### src/rtl/unary_operand_serializer_pkg.sv
// Shared types and sizing helpers for the unary operand serializer.
package unary_pkg;

    // Serializer control states.
    typedef enum logic [1:0] {
        IDLE  = 2'd0,
        SEND  = 2'd1,
        GUARD = 2'd2
    } ser_state_t;

    // Number of unary slots in one burst for a given binary width.
    function automatic int u_bits(input int bin_bits);
        return 1 << bin_bits;
    endfunction

    // Idle window after a burst: long enough for the multiplier to drain
    // every partial product of operand B, plus a small safety margin.
    function automatic int guard_len(input int b, input int bin_bits, input int extra);
        return ((b + 1) << bin_bits) + extra;
    endfunction

endpackage

### src/rtl/unary_operand_serializer_if.sv
// Operand handshake plus serial unary output bundle.
interface unary_operand_serializer_if #(
    parameter int BIN_BITS = 4
);
    logic [BIN_BITS-1:0] in_a;
    logic [BIN_BITS-1:0] in_b;
    logic                in_valid;
    logic                in_ready;
    logic                out_a;
    logic                out_b;
    logic                out_valid;
    logic                busy;

    // Operand producer / downstream observer side.
    modport master (
        output in_a,
        output in_b,
        output in_valid,
        input  in_ready,
        input  out_a,
        input  out_b,
        input  out_valid,
        input  busy
    );

    // Serializer side.
    modport slave (
        input  in_a,
        input  in_b,
        input  in_valid,
        output in_ready,
        output out_a,
        output out_b,
        output out_valid,
        output busy
    );
endinterface

### src/rtl/unary_operand_serializer_load_down_counter.sv
// Loadable down counter with a zero flag; saturates at zero.
module load_down_counter #(
    parameter int WIDTH = 10
) (
    input  logic             clk,
    input  logic             reset,
    input  logic             load,
    input  logic [WIDTH-1:0] load_value,
    input  logic             dec,
    output logic             zero
);

    logic [WIDTH-1:0] count;

    // Load has priority over decrement; decrement stops at zero.
    always_ff @(posedge clk or posedge reset) begin
        if (reset) begin
            count <= '0;
        end else if (load) begin
            count <= load_value;
        end else if (dec && (count != '0)) begin
            count <= count - WIDTH'(1);
        end
    end

    assign zero = (count == '0);

endmodule

### src/rtl/unary_operand_serializer.sv
// Converts a pair of binary operands into thermometer-coded serial bursts
// followed by a guard window sized to the downstream multiplier drain time.
module unary_operand_serializer
    import unary_pkg::*;
#(
    parameter int BIN_BITS    = 4,
    parameter int EXTRA_GUARD = 2
) (
    input logic                          clk,
    input logic                          reset,
    unary_operand_serializer_if.slave    bus
);

    localparam int U_BITS  = u_bits(BIN_BITS);
    localparam int GUARD_W = 2 * BIN_BITS + 2;
    localparam logic [BIN_BITS-1:0] LAST_SLOT = BIN_BITS'(U_BITS - 1);

    ser_state_t          state;
    logic [BIN_BITS-1:0] slot;
    logic [BIN_BITS-1:0] a_q;
    logic [BIN_BITS-1:0] b_q;
    logic                out_a_r;
    logic                out_b_r;
    logic                out_valid_r;
    logic                busy_r;

    logic                transfer;
    logic                last_slot;
    logic [BIN_BITS:0]   next_slot;
    logic                guard_load;
    logic                guard_dec;
    logic                guard_zero;
    logic [GUARD_W-1:0]  guard_value;

    assign bus.in_ready = (state == IDLE) && !reset;
    assign transfer     = bus.in_valid && bus.in_ready;

    // slot always names the slot currently on the output registers, so the
    // next slot's bits are computed from slot+1 (one bit wider, never wraps).
    assign last_slot = (slot == LAST_SLOT);
    assign next_slot = {1'b0, slot} + (BIN_BITS + 1)'(1);

    // The counter is loaded with G-1 on the SEND->GUARD edge and the FSM
    // leaves GUARD on the edge where it already reads zero, giving exactly
    // G cycles of GUARD.
    assign guard_load  = (state == SEND) && last_slot;
    assign guard_dec   = (state == GUARD);
    assign guard_value = GUARD_W'(guard_len(int'(b_q), BIN_BITS, EXTRA_GUARD) - 1);

    load_down_counter #(
        .WIDTH (GUARD_W)
    ) u_guard_counter (
        .clk        (clk),
        .reset      (reset),
        .load       (guard_load),
        .load_value (guard_value),
        .dec        (guard_dec),
        .zero       (guard_zero)
    );

    // Control FSM with registered serial outputs.
    always_ff @(posedge clk or posedge reset) begin
        if (reset) begin
            state       <= IDLE;
            slot        <= '0;
            a_q         <= '0;
            b_q         <= '0;
            out_a_r     <= 1'b0;
            out_b_r     <= 1'b0;
            out_valid_r <= 1'b0;
            busy_r      <= 1'b0;
        end else begin
            case (state)
                IDLE: begin
                    if (transfer) begin
                        a_q         <= bus.in_a;
                        b_q         <= bus.in_b;
                        slot        <= '0;
                        // Slot 0 goes out straight from the incoming operands.
                        out_valid_r <= 1'b1;
                        out_a_r     <= (bus.in_a != '0);
                        out_b_r     <= (bus.in_b != '0);
                        busy_r      <= 1'b1;
                        state       <= SEND;
                    end
                end
                SEND: begin
                    if (last_slot) begin
                        slot        <= '0;
                        out_valid_r <= 1'b0;
                        out_a_r     <= 1'b0;
                        out_b_r     <= 1'b0;
                        state       <= GUARD;
                    end else begin
                        slot    <= next_slot[BIN_BITS-1:0];
                        out_a_r <= (next_slot < {1'b0, a_q});
                        out_b_r <= (next_slot < {1'b0, b_q});
                    end
                end
                GUARD: begin
                    if (guard_zero) begin
                        busy_r <= 1'b0;
                        state  <= IDLE;
                    end
                end
                default: begin
                    state <= IDLE;
                end
            endcase
        end
    end

    assign bus.out_a     = out_a_r;
    assign bus.out_b     = out_b_r;
    assign bus.out_valid = out_valid_r;
    assign bus.busy      = busy_r;

endmodule

### src/flat_wrapper.sv
// flat-port wrapper written by rule: the top's interface ports become plain ports
module unary_operand_serializer_flat import unary_pkg::*;
#(
    parameter int BIN_BITS    = 4,
    parameter int EXTRA_GUARD = 2
)
  (clk, reset, bus_in_a, bus_in_b, bus_in_valid, bus_in_ready, bus_out_a, bus_out_b, bus_out_valid, bus_busy);
  unary_operand_serializer_if #(.BIN_BITS(BIN_BITS)) bus_i ();
  input logic clk;
  input logic reset;
  input wire logic [$bits(bus_i.in_a)-1:0] bus_in_a;
  input wire logic [$bits(bus_i.in_b)-1:0] bus_in_b;
  input wire logic [$bits(bus_i.in_valid)-1:0] bus_in_valid;
  output wire logic [$bits(bus_i.in_ready)-1:0] bus_in_ready;
  output wire logic [$bits(bus_i.out_a)-1:0] bus_out_a;
  output wire logic [$bits(bus_i.out_b)-1:0] bus_out_b;
  output wire logic [$bits(bus_i.out_valid)-1:0] bus_out_valid;
  output wire logic [$bits(bus_i.busy)-1:0] bus_busy;
  assign bus_i.in_a = bus_in_a;
  assign bus_i.in_b = bus_in_b;
  assign bus_i.in_valid = bus_in_valid;
  assign bus_in_ready = bus_i.in_ready;
  assign bus_out_a = bus_i.out_a;
  assign bus_out_b = bus_i.out_b;
  assign bus_out_valid = bus_i.out_valid;
  assign bus_busy = bus_i.busy;
  unary_operand_serializer #(.BIN_BITS(BIN_BITS), .EXTRA_GUARD(EXTRA_GUARD)) u_core (.clk(clk), .reset(reset), .bus(bus_i));
endmodule
### config.mk
export PLATFORM = sky130hd
export DESIGN_NAME = unary_operand_serializer_flat
export DESIGN_NICKNAME = d
export VERILOG_FILES = /design/src/rtl/unary_operand_serializer_pkg.sv /design/src/rtl/unary_operand_serializer_if.sv /design/src/rtl/unary_operand_serializer_load_down_counter.sv /design/src/rtl/unary_operand_serializer.sv /design/src/flat_wrapper.sv
export SDC_FILE = /design/constraint.sdc
export NUM_CORES = 1
export LEC_CHECK = 0
export ABC_AREA = 1
export CAP_MARGIN = 0
export CORE_UTILIZATION = 50
export CTS_BUF_LIST = sky130_fd_sc_hd__clkbuf_8
export CTS_CLUSTER_DIAMETER = 100
export DETAILED_ROUTE_END_ITERATION = 6
export PLACE_DENSITY_LB_ADDON = 0.15
export SKIP_LAST_GASP = 1
export SLEW_MARGIN = 0
export SYNTH_ARGS = -nofsm -noshare
export SYNTH_HDL_FRONTEND = slang
export SYNTH_SLANG_ARGS = --single-unit
### constraint.sdc
create_clock -name clk -period 1.5 [get_ports clk]
set_input_delay 0.3 -clock clk [delete_from_list [all_inputs] [get_ports clk]]
set_output_delay 0.3 -clock clk [all_outputs]
set_load 0.1 [all_outputs]
==> impl_metrics.toml <==
[run_status]
status = "finished, violations left"
violations = "negative setup slack"

[finish]
stdcell_count = 318
layout-drive-gt1-share = 0.228
layout_commonest_cell = "nand2_1"
fillers = 278
final_area_mm2 = 0.00232
layout_common_cells = "nand2_1 (68), inv_1 (33), dfrtp_1 (26)"
fin_nets = 294
n_antenna_cell = 0
syn_to_final_growth_pct = 33.9

[logic_synthesis]
syn-instance-count = 234
ys_top_cells_by_area = "dfrtp_1 (40%), nand2_1 (15%), inv_1 (8.0%)"
synth_largest_area_cell = "dfrtp_1"
ys_seq_elements = 28
ys_warn_count = 0
ys_seq_area_frac = 0.404
synthDistinctLibCells = 25
async_flop_share = 1.00
synth_edf_count = 0
synth-main-ff-cell = "dfrtp_1"
synth_area_mm2 = 0.00173
netlist.area_leader.share = 0.404
synth_nets = 255
avgSynthCellArea_um2 = 7.41

[routing]
route.detailed.drc = 0
dr_wl_met3_um = 72
wl_met1_um = 1790
num_vias = 1583
drt_pass1_iterations = 4
avgRoutedWirePerCell_um = 12.4
antenna_left = 0
wl_met2_um = 1990
initialDrtViolationCount = 58
highest_layer = "met4"
drt_wl_total_um = 3940
via_per_inst = 4.98

[global_route]
gr-total-overflow = 0
grt_pass1_wl_um = 6240
antenna_found_initial = 0
grt_usage = 0.230
grt_max_degree = 29
grt_pass1_vias = 1416

[power_and_ir_drop]
p_leak_nw = 1.19
p_per_area_mw_per_mm2 = 2260
ir_worst_vdd_mv = 1.64
finalPower_mw = 5.24

[setup_path]
critical_path.startpoint_type = "flop"
worstPathCellList = "buf_4 -> nand3_2 -> xor2_2 -> inv_2 -> ha_1 -> nand2_1 -> nand2_1 -> a21oi_2"
worst-path-buf-inv = 2
end_kind = "flop"
path_class = "reg -> reg"
crit_path_frequent_cell = "nand2_1"
worstPathRequired_ns = 1.72
cp_top_family = "flip-flops"
critPathMaxFanout = 2
cp.arrival_ns = 1.72
slowest_stage = "dfrtp_1"
max_stage_delay_ns = 0.43

[floorplan]
die_area_mm2 = 0.00371
io_pins = 16
fp.dieH_um = 60.9
coreArea_mm2 = 0.00334
initial_core_util = 0.519
die_w_um = 60.9
rows = 21

[cts]
clkTransAtPathRegs_ns = 0.11
cts_sinks = 28
cts-root-buf = "clkbuf_8"
cts_buffer_depth = 2
cts_tree = "yes"
htreeDepth = 1
cts_hold_buf = 0
clock_latency_ns = 0.28
numCtsBuffers = 3

[job]
maxCapViolCount = 0

[placement]
io_buffers = 15
dpl.hpwl_um = 2800
placed_area_mm2 = 0.00211
place_inst = 308
place.gp.congestion = 0.871

[sta]
setup_viol = 1
timing.final.crit_share = 1.00
tns_ns = -0.00702
clock_skew_ns = 0.0116
final_hold_viol_count = 0
hold_slack_ns = 0.496
rsz0062_at_grt = "yes"
tightest_slew_ns = 0.370
min_period_ns = 1.51
slew_viol_final = 0
relSlewSlack = 0.753
fmax_mhz = 664
fin_ws_ns = -0.00702

[hold_path]
hp-class = "reg -> reg"
==> cells in the mapped netlist (2+ instances only) <==
cell and instances:
o21ai_0 7, dfrtp_1 28, nand4_1 5, o21ai_2 3
nor2_1 24, buf_2 2, nand3_1 21, o21ai_1 8
xor2_1 3, ha_1 10, inv_1 37, nand2_1 70
a21oi_1 4
==> kinds of logic after synthesis <==
| group | count (synthesis) | synth area share |
|---|---|---|
| buffers and inverters | 42 | 0.0982 |
| flip-flops | 28 | 0.404 |
| AO/OA/AOI/OAI | 25 | 0.0895 |
| AND/OR/NAND/NOR | 126 | 0.321 |
| XOR/XNOR | 3 | 0.0152 |
| adder cells (fa/ha/maj) | 10 | 0.0722 |
==> metal layers <==
| metal | GRT usage | vias up |
|---|---|---|
| li1 | - | 814 |
| met1 | 0.287 | 735 |
| met2 | 0.403 | 24 |
| met3 | 0.0277 | 10 |
| met4 | 0.0942 | 0 |
| met5 | 0 | - |
==> where the power goes <==
part / internal (mW) / total (mW) / switching [mW]
logic: 1.34 / 3.16 / 1.83
registers: 1.11 / 1.47 / 0.363
clock network: 0.358 / 0.605 / 0.248
==> state kept, by name, summed over array words and instances, names as in the netlist <==
signal,count
u_core.b_q,4
u_core.slot,4
u_core.bus.out_b,1
u_core.u_guard_counter.count,10
u_core.bus.out_valid,1
u_core.bus.busy,1
u_core.bus.out_a,1
u_core.a_q,4
u_core.state,2
==> worst register-to-register path: stages, from the launching register on <==
cell	delay (ns)
dfrtp_1	0.43
buf_4	0.15
nand3_2	0.08
xor2_2	0.18
inv_2	0.07
ha_1	0.27
nand2_1	0.07
nand2_1	0.06
a21oi_2	0.13
==> final cells by class <==
| cell class | instances | area (um2) | area share |
|---|---|---|---|
| multi-input combinational | 164 | 936 | 0.403 |
| sequential | 28 | 703 | 0.303 |
| timing repair buffer | 37 | 402 | 0.173 |
| inverter | 39 | 151 | 0.0652 |
| tap | 46 | 57.6 | 0.0248 |
| clock buffer | 3 | 41.3 | 0.0178 |
| clock inverter | 1 | 30.0 | 0.0129 |
==> repair_timing <==
item | in CTS | in global routing
endpoints found under the setup margin | 3 | 12
gates resized for setup | 8 | 17
buffers inserted | 4 | 2
pin swaps | 2 | 7
==> metrics by stage <==
stage | worst slack (ns) | util
after floorplan | -0.379 | -
after global placement | -0.0867 | 0.633
after detailed placement | -0.155 | 0.633
after CTS | -0.0265 | 0.674
after global routing | -0.124 | 0.696
final | -0.00702 | 0.696
==> worst paths after layout <==
kind | from | endpoint | slack [ns] | cells after the start
min | u_core.a_q[2]$_DFFE_PP0P_ | u_core.a_q[2]$_DFFE_PP0P_ | 0.50 | 2
max | u_core.slot[1]$_DFFE_PP0P_ | u_core.bus.out_b$_DFFE_PP0P_ | -0.007 | 8
max in group asynchronous | reset | u_core.state[1]$_DFFE_PP0P_ | 0.66 | 3
max reg2reg | u_core.slot[1]$_DFFE_PP0P_ | u_core.bus.out_b$_DFFE_PP0P_ | -0.007 | 8
min reg2reg | u_core.a_q[2]$_DFFE_PP0P_ | u_core.a_q[2]$_DFFE_PP0P_ | 0.50 | 2
min in group asynchronous | reset | u_core.slot[3]$_DFFE_PP0P_ | 0.55 | 3
Note: power is estimated with default switching activity, not from simulation.
